**config.mk**
```make
export PLATFORM = sky130hd
export DESIGN_NAME = mem_arbiter_flat
export DESIGN_NICKNAME = d
export VERILOG_FILES = /design/src/rtl/mem_arb_pkg.sv /design/src/rtl/mem_arbiter_if.sv /design/src/rtl/mem_arbiter_rr2.sv /design/src/rtl/mem_arbiter.sv /design/src/flat_wrapper.sv
export SDC_FILE = /design/constraint.sdc
export NUM_CORES = 1
export LEC_CHECK = 0
export CORE_ASPECT_RATIO = 0.75
export CORE_MARGIN = 10
export CORE_UTILIZATION = 41
export CTS_BUF_LIST = sky130_fd_sc_hd__clkbuf_4 sky130_fd_sc_hd__clkbuf_8
export CTS_CLUSTER_DIAMETER = 30
export DETAILED_ROUTE_END_ITERATION = 8
export PLACE_DENSITY = 0.79
export SYNTH_ARGS = -nofsm -noshare
export SYNTH_HDL_FRONTEND = slang
export SYNTH_SLANG_ARGS = --single-unit
```
**constraint.sdc**
```tcl
create_clock -name clk -period 2.1 [get_ports clk]
set_input_delay 0.21 -clock clk [delete_from_list [all_inputs] [get_ports clk]]
set_output_delay 0.21 -clock clk [all_outputs]
set_load 0.005 [all_outputs]
```
**src/rtl/mem_arb_pkg.sv**
```systemverilog
// Shared constants and types for the c_mem two-port arbiter.
package mem_arb_pkg;
  localparam int ADDR_W = 8;
  localparam int DATA_W = 32;
  localparam int MASK_W = 4;

  localparam logic [1:0] S_IDLE    = 2'd0;
  localparam logic [1:0] S_ISSUE   = 2'd1;
  localparam logic [1:0] S_RD_WAIT = 2'd2;
  localparam logic [1:0] S_ACK     = 2'd3;

  typedef enum logic [1:0] {
    IDLE    = S_IDLE,
    ISSUE   = S_ISSUE,
    RD_WAIT = S_RD_WAIT,
    ACK     = S_ACK
  } state_e;

  localparam logic PORT_I = 1'b0;
  localparam logic PORT_D = 1'b1;

  // One memory command as presented on the m_* bus.
  typedef struct packed {
    logic              we;
    logic [ADDR_W-1:0] addr;
    logic [DATA_W-1:0] wdata;
    logic [MASK_W-1:0] mask;
  } mem_cmd_t;
endpackage

```
**src/rtl/mem_arbiter_if.sv**
```systemverilog
// Bundle of the fetch port, load/store port and c_mem bus.
interface mem_arbiter_if;
  import mem_arb_pkg::*;

  logic              i_req;
  logic [ADDR_W-1:0] i_addr;
  logic              i_ack;
  logic [DATA_W-1:0] i_rdata;
  logic              i_err;

  logic              d_req;
  logic              d_we;
  logic [ADDR_W-1:0] d_addr;
  logic [DATA_W-1:0] d_wdata;
  logic [MASK_W-1:0] d_mask;
  logic              d_ack;
  logic [DATA_W-1:0] d_rdata;
  logic              d_err;

  logic              m_request;
  logic [ADDR_W-1:0] m_address;
  logic [DATA_W-1:0] m_w_data;
  logic [MASK_W-1:0] m_masking;
  logic              m_we_re;
  logic              m_valid;
  logic [DATA_W-1:0] m_r_data;

  // Arbiter side.
  modport slave (
    input  i_req, i_addr, d_req, d_we, d_addr, d_wdata, d_mask, m_valid, m_r_data,
    output i_ack, i_rdata, i_err, d_ack, d_rdata, d_err,
           m_request, m_address, m_w_data, m_masking, m_we_re
  );

  // Requesters plus memory side.
  modport master (
    output i_req, i_addr, d_req, d_we, d_addr, d_wdata, d_mask, m_valid, m_r_data,
    input  i_ack, i_rdata, i_err, d_ack, d_rdata, d_err,
           m_request, m_address, m_w_data, m_masking, m_we_re
  );
endinterface

```
**src/rtl/mem_arbiter_rr2.sv**
```systemverilog
// Combinational two-way round-robin pick between fetch (I) and data (D).
module arb_rr2
  import mem_arb_pkg::*;
(
  input  logic req_i,
  input  logic req_d,
  input  logic last_grant,
  output logic gnt_valid,
  output logic gnt_id
);
  // Lone requester wins; on contention the port not served last wins.
  always_comb begin
    gnt_valid = req_i | req_d;
    if (req_i && req_d) gnt_id = ~last_grant;
    else if (req_d)     gnt_id = PORT_D;
    else                gnt_id = PORT_I;
  end
endmodule

```
**src/rtl/mem_arbiter.sv**
```systemverilog
// Arbiter/sequencer for the shared single-port c_mem: grants I or D round-robin,
// issues one m_request per transaction, times out missing read valids.
module mem_arbiter
  import mem_arb_pkg::*;
#(
  parameter int TIMEOUT = 4
) (
  input logic          clk,
  input logic          rst_n,
  mem_arbiter_if.slave bus
);
  localparam logic [3:0] TO = 4'(TIMEOUT);

  state_e     state, state_nxt;
  logic       last_grant, cur_port;
  logic       gnt_valid, gnt_id;
  logic       grant, rd_done, rd_to;
  logic [3:0] cnt, cnt_inc;
  mem_cmd_t   cmd_sel;

  assign cnt_inc = cnt + 4'd1;

  arb_rr2 u_rr (
    .req_i      (bus.i_req),
    .req_d      (bus.d_req),
    .last_grant (last_grant),
    .gnt_valid  (gnt_valid),
    .gnt_id     (gnt_id)
  );

  // Command of the port about to be granted; fetches are always unmasked reads.
  always_comb begin
    cmd_sel = '0;
    if (gnt_id == PORT_D) begin
      cmd_sel.we    = bus.d_we;
      cmd_sel.addr  = bus.d_addr;
      cmd_sel.wdata = bus.d_wdata;
      cmd_sel.mask  = bus.d_we ? bus.d_mask : '0;
    end else begin
      cmd_sel.addr  = bus.i_addr;
    end
  end

  // Next-state logic; m_we_re doubles as the "current transaction is a write" flag.
  always_comb begin
    state_nxt = state;
    grant     = 1'b0;
    rd_done   = 1'b0;
    rd_to     = 1'b0;
    case (state)
      IDLE: if (gnt_valid) begin
        grant     = 1'b1;
        state_nxt = ISSUE;
      end
      ISSUE: state_nxt = bus.m_we_re ? ACK : RD_WAIT;
      RD_WAIT: begin
        if (bus.m_valid) begin
          rd_done   = 1'b1;
          state_nxt = ACK;
        end else if (cnt_inc == TO) begin
          rd_to     = 1'b1;
          state_nxt = ACK;
        end
      end
      ACK:     state_nxt = IDLE;
      default: state_nxt = IDLE;
    endcase
  end

  // State register.
  always_ff @(posedge clk or negedge rst_n) begin
    if (!rst_n) state <= IDLE;
    else        state <= state_nxt;
  end

  // Latch the granted command onto the memory bus; it holds until the next grant.
  always_ff @(posedge clk or negedge rst_n) begin
    if (!rst_n) begin
      last_grant    <= PORT_D;
      cur_port      <= PORT_I;
      bus.m_request <= 1'b0;
      bus.m_address <= '0;
      bus.m_w_data  <= '0;
      bus.m_masking <= '0;
      bus.m_we_re   <= 1'b0;
    end else begin
      bus.m_request <= grant;
      if (grant) begin
        last_grant    <= gnt_id;
        cur_port      <= gnt_id;
        bus.m_address <= cmd_sel.addr;
        bus.m_w_data  <= cmd_sel.wdata;
        bus.m_masking <= cmd_sel.mask;
        bus.m_we_re   <= cmd_sel.we;
      end
    end
  end

  // Read-valid timeout counter, cleared as the read is issued.
  always_ff @(posedge clk or negedge rst_n) begin
    if (!rst_n)                                cnt <= '0;
    else if (state == ISSUE)                   cnt <= '0;
    else if (state == RD_WAIT && !bus.m_valid) cnt <= cnt_inc;
  end

  // Port responses: one-cycle ack/err in ACK; rdata only moves on a read completion.
  always_ff @(posedge clk or negedge rst_n) begin
    if (!rst_n) begin
      bus.i_ack   <= 1'b0;
      bus.i_err   <= 1'b0;
      bus.i_rdata <= '0;
      bus.d_ack   <= 1'b0;
      bus.d_err   <= 1'b0;
      bus.d_rdata <= '0;
    end else begin
      bus.i_ack <= 1'b0;
      bus.i_err <= 1'b0;
      bus.d_ack <= 1'b0;
      bus.d_err <= 1'b0;
      if (state_nxt == ACK) begin
        if (cur_port == PORT_D) begin
          bus.d_ack <= 1'b1;
          bus.d_err <= rd_to;
          if (!bus.m_we_re) bus.d_rdata <= rd_done ? bus.m_r_data : '0;
        end else begin
          bus.i_ack <= 1'b1;
          bus.i_err <= rd_to;
          if (!bus.m_we_re) bus.i_rdata <= rd_done ? bus.m_r_data : '0;
        end
      end
    end
  end
endmodule

```
**src/flat_wrapper.sv**
```systemverilog
// flat-port wrapper written by rule: the top's interface ports become plain ports
module mem_arbiter_flat import mem_arb_pkg::*;
#(
  parameter int TIMEOUT = 4
)
  (clk, rst_n, bus_i_req, bus_i_addr, bus_d_req, bus_d_we, bus_d_addr, bus_d_wdata, bus_d_mask, bus_m_valid, bus_m_r_data, bus_i_ack, bus_i_rdata, bus_i_err, bus_d_ack, bus_d_rdata, bus_d_err, bus_m_request, bus_m_address, bus_m_w_data, bus_m_masking, bus_m_we_re);
  mem_arbiter_if bus_i ();
  input logic clk;
  input logic rst_n;
  input wire logic [$bits(bus_i.i_req)-1:0] bus_i_req;
  input wire logic [$bits(bus_i.i_addr)-1:0] bus_i_addr;
  input wire logic [$bits(bus_i.d_req)-1:0] bus_d_req;
  input wire logic [$bits(bus_i.d_we)-1:0] bus_d_we;
  input wire logic [$bits(bus_i.d_addr)-1:0] bus_d_addr;
  input wire logic [$bits(bus_i.d_wdata)-1:0] bus_d_wdata;
  input wire logic [$bits(bus_i.d_mask)-1:0] bus_d_mask;
  input wire logic [$bits(bus_i.m_valid)-1:0] bus_m_valid;
  input wire logic [$bits(bus_i.m_r_data)-1:0] bus_m_r_data;
  output wire logic [$bits(bus_i.i_ack)-1:0] bus_i_ack;
  output wire logic [$bits(bus_i.i_rdata)-1:0] bus_i_rdata;
  output wire logic [$bits(bus_i.i_err)-1:0] bus_i_err;
  output wire logic [$bits(bus_i.d_ack)-1:0] bus_d_ack;
  output wire logic [$bits(bus_i.d_rdata)-1:0] bus_d_rdata;
  output wire logic [$bits(bus_i.d_err)-1:0] bus_d_err;
  output wire logic [$bits(bus_i.m_request)-1:0] bus_m_request;
  output wire logic [$bits(bus_i.m_address)-1:0] bus_m_address;
  output wire logic [$bits(bus_i.m_w_data)-1:0] bus_m_w_data;
  output wire logic [$bits(bus_i.m_masking)-1:0] bus_m_masking;
  output wire logic [$bits(bus_i.m_we_re)-1:0] bus_m_we_re;
  assign bus_i.i_req = bus_i_req;
  assign bus_i.i_addr = bus_i_addr;
  assign bus_i.d_req = bus_d_req;
  assign bus_i.d_we = bus_d_we;
  assign bus_i.d_addr = bus_d_addr;
  assign bus_i.d_wdata = bus_d_wdata;
  assign bus_i.d_mask = bus_d_mask;
  assign bus_i.m_valid = bus_m_valid;
  assign bus_i.m_r_data = bus_m_r_data;
  assign bus_i_ack = bus_i.i_ack;
  assign bus_i_rdata = bus_i.i_rdata;
  assign bus_i_err = bus_i.i_err;
  assign bus_d_ack = bus_i.d_ack;
  assign bus_d_rdata = bus_i.d_rdata;
  assign bus_d_err = bus_i.d_err;
  assign bus_m_request = bus_i.m_request;
  assign bus_m_address = bus_i.m_address;
  assign bus_m_w_data = bus_i.m_w_data;
  assign bus_m_masking = bus_i.m_masking;
  assign bus_m_we_re = bus_i.m_we_re;
  mem_arbiter #(.TIMEOUT(TIMEOUT)) u_core (.clk(clk), .rst_n(rst_n), .bus(bus_i));
endmodule
```
==> metrics <==
first-pass GRT wire length=24500 um; R2R setup slack=-0.05 ns; asr flop ratio synth=1.00; Die H=around 120 um; nets@finish=roughly 680; H-tree Lvls=4; Peak VDD IR=0.000750 V; Synth cell types=36; Synth Register Bits=122; smallest hold slack=~0.20 ns; initial antenna violation count=0; Gate Count Post-Synth=352; share of layout cells above drive strength 1=0.246; Power Density=1320 nW/um^2; Bufs and invs on worst path=2; Post-synth EDFFs=0; ys flop type=dfrtp_1; Core Region=12300 um^2; Switch Pwr=around 3.5 mW; unrepaired setup endpoints after global routing=true; post-route ant nets=0; drt wl/cell=20.8 um; Startpoint Class=register; Initial Util=0.421; Final Total Pwr=10.9 mW; Overall Global Routing Usage=0.179; status=complete, but fails checks; Max FO, Critical Path=5; required time of the critical path=2.43 ns; sw frac=0.318; Placed Cells=722; slowest stage cell, crit path=dfrtp_2; Final Critical Period=2.15 ns; largest net degree at the start of global routing=55; Setup violations, final=29; Syn. warnings=0; Die Span X=150 um; Final Hold Fails=0; setup TNS=-0.959 ns; combinational share of power=0.470; total die area=about 18000 um^2; via count=3843; Pleak=3.97 nW; Setup WS pre-CTS=-0.155 ns; sequential share of power=0.341; min setup slack post-route=-0.0507 ns; max-cap violation count=0; Worst Skew=0.0143 ns; # DRC=0; Pint=7.43 mW; vias in the first global route=4260; critical path's largest stage delay=0.45 ns; commonest non-fill, non-tap cell in the layout=clkdlybuf4s50_1; Slew HR=0.747; clk_lat worst skew=0.44 ns; most frequent cells in the layout=clkdlybuf4s50_1 (202), dfrtp_1 (120), mux2_4 (64); CTS max path bufs=2; fin cells=767; CTS root buffer=clkbuf_8; # fillers=872; syn avg cell area=around 15 um^2; Synth-to-Final Area Change=59.1%; crit-path cells=ha_4 -> a2111oi_4 -> o31ai_4 -> o2111ai_4 -> buf_12 -> clkbuf_16 -> mux2_4; critical setup path kind=reg2reg; delay-heaviest family, CP=compound AO/OA/AOI/OAI gates; routability cong.=0.826; gr ovfl total=0; post-synthesis cell area=a little over 5000 um^2; fmax=465 MHz; sequential area share after synthesis=0.590; DRT Pass-1 Iters=4; final HPWL from detailed placement=roughly 12000 um; Ant. Diodes=0; Crit. End Element=register; CTS buffer count=17; Syn Nets=447; vias per cell=5.01; DR iter-0 viols=138; I/O pin count=204; CTS tree=yes; failing checks=negative setup slack; CTS clk-pin slew, worst paths=0.08 ns; row count=35; max-slew violations=0; clock share of power=0.189; PortBufs=203; # clock sinks=122; routed wire length=16000 um; HP Class=in2async; WP data arrival=2.48 ns; Slew @ Worst Pin=0.379 ns; crit share post-route=1.02
-- power groups by stage --
stage	Combinational (mW)	Sequential [mW]	Clock (mW)
2_1_floorplan	2.06	3.64	0
3_3_place_gp	4.56	3.70	0
3_5_place_dp	4.66	3.72	0
4_1_cts	5.01	3.71	2.12
5_1_grt	5.49	3.82	2.22
6_report	5.12	3.72	2.06
-- cells in the mapped netlist (2+ instances only) --
master | instances | area [um^2]
buf_6 | 6 | 67.6
a21boi_0 | 2 | 15.0
o2111ai_2 | 2 | 30.0
a22o_1 | 32 | 280
buf_2 | 3 | 15.0
a32o_1 | 4 | 40.0
mux2i_1 | 9 | 90.1
dfrtp_1 | 121 | 3030
nand2_1 | 12 | 45.0
clkbuf_1 | 13 | 48.8
nor2b_1 | 2 | 12.5
nor3_1 | 3 | 15.0
nor2_1 | 6 | 22.5
and3_1 | 32 | 200
ha_1 | 5 | 62.6
o21ai_0 | 10 | 50.1
a21o_1 | 2 | 15.0
mux2_4 | 60 | 901
inv_1 | 6 | 22.5
xor2_1 | 2 | 17.5
mux2_2 | 4 | 45.0
nand2b_1 | 2 | 12.5
-- metal layers --
metal / up-vias / track usage / routed length (um)
met5: - / 0 / 0
met3: 18 / 0.107 / 2180
met1: 1891 / 0.217 / 6830
met4: 0 / 0.0576 / 194
met2: 183 / 0.256 / 6790
li1: 1751 / - / -
-- sequential cells by signal, summed over array words and instances, names as in the netlist --
| register | count |
|---|---|
| u_core.bus.m_we_re | 1 |
| u_core.bus.m_request | 1 |
| u_core.cur_port | 1 |
| u_core.state | 2 |
| u_core.bus.i_rdata | 32 |
| u_core.bus.m_masking | 4 |
| u_core.bus.i_ack | 1 |
| u_core.bus.m_address | 8 |
| u_core.bus.d_rdata | 32 |
| u_core.last_grant | 1 |
| u_core.bus.d_err | 1 |
| u_core.bus.i_err | 1 |
| u_core.cnt | 4 |
| u_core.bus.d_ack | 1 |
| u_core.bus.m_w_data | 32 |
-- metrics by stage --
step | area, um^2 | utilization
2_1_floorplan | 5190 | -
3_3_place_gp | 7580 | 0.616
3_5_place_dp | 7580 | 0.616
4_1_cts | 8140 | 0.661
5_1_grt | 8240 | 0.669
6_report | 8240 | 0.669
-- kinds of logic (layout without fill, tap and decap cells) --
kind of cell / count (synthesis) / count (layout) / share of synthesized area
buffers and inverters: 28 / 277 / 0.0297
multiplexers: 73 / 73 / 0.200
XOR/XNOR: 3 / 3 / 0.00508
AO/OA/AOI/OAI: 58 / 58 / 0.0911
flip-flops: 122 / 122 / 0.590
adder cells (fa/ha/maj): 5 / 5 / 0.0121
AND/OR/NAND/NOR: 63 / 63 / 0.0720
-- worst reg2reg max path, delay by kind of cell (launching register included) --
kind                     cells  cell delay, ns
flip-flops                   1            0.45
AO/OA/AOI/OAI                3            0.79
buffers and inverters        2            0.33
multiplexers                 1            0.30
adder cells (fa/ha/maj)      1            0.18
-- repair_timing --
action                                  in CTS  in global routing
endpoints found under the setup margin      64                 66
hold buffers                                 1                  0
hold endpoints to repair                    83                  0
pin swaps                                    4                  2
cloned                                       2                  2
resized for setup                           10                 14
buffers inserted                             7                  2
-- layout make-up --
| cell class | count | area, um^2 | share of cell area |
|---|---|---|---|
| Timing Repair Buffer | 239 | 2470 | 0.300 |
| Clock buffer | 18 | 241 | 0.0293 |
| Clock inverter | 14 | 149 | 0.0181 |
| Tap cell | 166 | 208 | 0.0252 |
| Sequential cell | 122 | 3060 | 0.371 |
| Inverter | 6 | 22.5 | 0.00273 |
| Multi-Input combinational cell | 202 | 2090 | 0.253 |
-- worst paths after layout --
| check | startpoint | endpoint | cells past startpoint |
|---|---|---|---|
| min in group clk | bus_d_wdata[1] | u_core.bus.m_w_data[1] | 2 |
| worst min-delay path | rst_n | u_core.bus.i_rdata[5] | 2 |
| max in group asynchronous | rst_n | u_core.last_grant | 3 |
| worst max-delay path | u_core.state[0] | u_core.bus.i_rdata[22] | 7 |
| worst min register to register | u_core.bus.m_address[7] | u_core.bus.m_address[7] | 2 |
| worst max register to register | u_core.state[0] | u_core.bus.i_rdata[22] | 7 |
(Power assumes the default switching activity.)
==> variant, RTL diff (same flow settings) <==
Set the package constant `DATA_W` to 48 (it was 32).
--- a/src/rtl/mem_arb_pkg.sv
+++ b/src/rtl/mem_arb_pkg.sv
@@ -1,7 +1,7 @@
 // Shared constants and types for the c_mem two-port arbiter.
 package mem_arb_pkg;
   localparam int ADDR_W = 8;
-  localparam int DATA_W = 32;
+  localparam int DATA_W = 48;
   localparam int MASK_W = 4;
 
   localparam logic [1:0] S_IDLE    = 2'd0;
Ports: changed (5 resized); port bits go from 204 to 284. No check against the original RTL was run, so the function may have changed too.
==> variant against the original RTL <==
The flow still finishes with violations (negative setup slack); final area increased by 34%; first-iteration DRC count increased by 120%; wire length increased by 34%; clock power increased by 14%; total power increased by 29%; die area increased by 29%; worst setup slack got worse by 0.013 ns; area after synthesis increased by 34%; combinational power increased by 30%; non-clock buffer count increased by 83; sequential cell count increased by 48; largest cell class unchanged.
==> variant: results (changes against the original RTL) <==
WL final: 21,400 µm (+34%)
sw frac: 31.9% (+0.12 points)
FF-to-FF path depth: 8 (+1)
Compound-Gate Fraction of Synth Area: 8.81% (-0.30 points)
Max IR drop VDD: 0.838 mV (+12%)
Met1 Routed Length: 8720 µm (+28%)
hold_ws: 0.294 ns (+0.0916 ns)
n_diodes: 0 (unchanged)
status: complete, but fails checks
gr usage total: 18.7% (+0.83 points)
post-synth net total: 603 (+35%)
Worst R2R End: u_core.bus.i_rdata[19]
failing checks: negative setup slack
vias: 5,198 (+35%)
Area after DPL: 10,200 µm² (+35%)
final setup TNS: -2.85 ns (-1.89 ns)
placed insts: 966 (+34%)
ranking of synthesized cells by area: dfrtp_1, mux2_2, mux2_4, a22o_1, and3_1
post-route clock skew: 0.00906 ns (-0.00525 ns)
GR Layer Usage met2: 30.3% (+4.7 points)
Synth top cells by count: dfrtp_1, mux2_2, a22o_1, and3_1, mux2_4
Final HPWL DP: 15,300 µm (+33%)
Worst Max-Slew Pin Slew: 0.528 ns (+0.149 ns)
Critical R2R Launch: u_core.state[1]
register area share after synthesis: 61.2% (+2.3 points)
Port Buffers: 283 (+39%)
mux share of post-synthesis cell area: 19.0% (-0.99 points)
Worst Path Max Fanout: 13 (+8)
fraction of layout cells with a size suffix above 1: 23.4% (-1.3 points)
vias in the first global route: 5,895 (+38%)
Reg power frac: 36.3% (+2.2 points)
library cells used by synthesis: 37 (+2.8%)
DR WL met2: 10,200 µm (+51%)
met3 Track Usage GR: 9.18% (-1.5 points)
first-pass GRT wire length: 33,300 µm (+36%)
Syn Inst Count: 476 (+35%)
Adder-Cell Fraction of Synth Area: 0.900% (-0.31 points)
Critical Path Source: u_core.state[1]
P_clk: 2.34 mW (+14%)
setup slack after layout: -0.0642 ns (-0.0135 ns)
largest net degree at the start of global routing: 64 (+16%)
Flop+latch power: 5.12 mW (+38%)
layout net count: 910 (+33%)
Finish-stage setup viols: 82 (+180%)
leak pwr: 5.27 nW (+33%)
Clk pin slew, worst setup/hold paths: 0.09 ns
met1 Use GR: 21.4% (-0.36 points)
Top Registers: u_core.bus.d_rdata: 48 flops, u_core.bus.i_rdata: 48 flops, u_core.bus.m_w_data: 48 flops
Num CTS Buffers: 17 (unchanged)
post-placement setup slack: -0.209 ns (-0.0534 ns)
clk_lat worst skew: 0.45 ns
DR iter-0 viols: 297 (+120%)
DR WL met3: 2220 µm (+1.6%)
Data arrival, critical path: 2.50 ns (+0.02 ns)
Vias/cell: 5.14 (+2.6%)
GPL Wtd Cong: 0.822 (-0.40%)
H-Tree Level Count: 4 (unchanged)
Yosys warning count: 0 (unchanged)
post-synthesis xor/xnor area fraction: 0.378% (-0.13 points)
-- variant: cell types whose count changed after synthesis --
cell,unedited run,this run
a22o_1,32,48
and3_1,32,48
and3b_1,0,1
and3b_4,1,0
buf_1,0,4
buf_2,3,5
clkbuf_1,13,19
dfrtp_1,121,169
mux2_2,4,56
mux2_4,60,40
-- variant: timing repair --
action	in CTS	in global routing
pin swaps	3	3
hold buffers	1	0
endpoints found under the setup margin	99	101
cloned	3	2
resized for setup	22	27
buffers inserted	6	2
hold endpoints to repair	47	0
-- variant: worst max-delay path, cell delays in order (launching register included) --
cell and delay, ns:
dfrtp_1 0.39, inv_2 0.08, ha_4 0.17, a2111oi_4 0.33, o31ai_4 0.16, o2111ai_4 0.28, buf_12 0.16, buf_12 0.14
mux2_2 0.34
-- variant: area by class of cell --
type,count,area (µm²)
well taps,215,269
repair buffers,322,3350
flip-flops and latches,170,4260
fillers,1166,5720
inverters,6,22.5
multi-input cells,266,2710
clock buffers,17,234
clock inverters,15,163
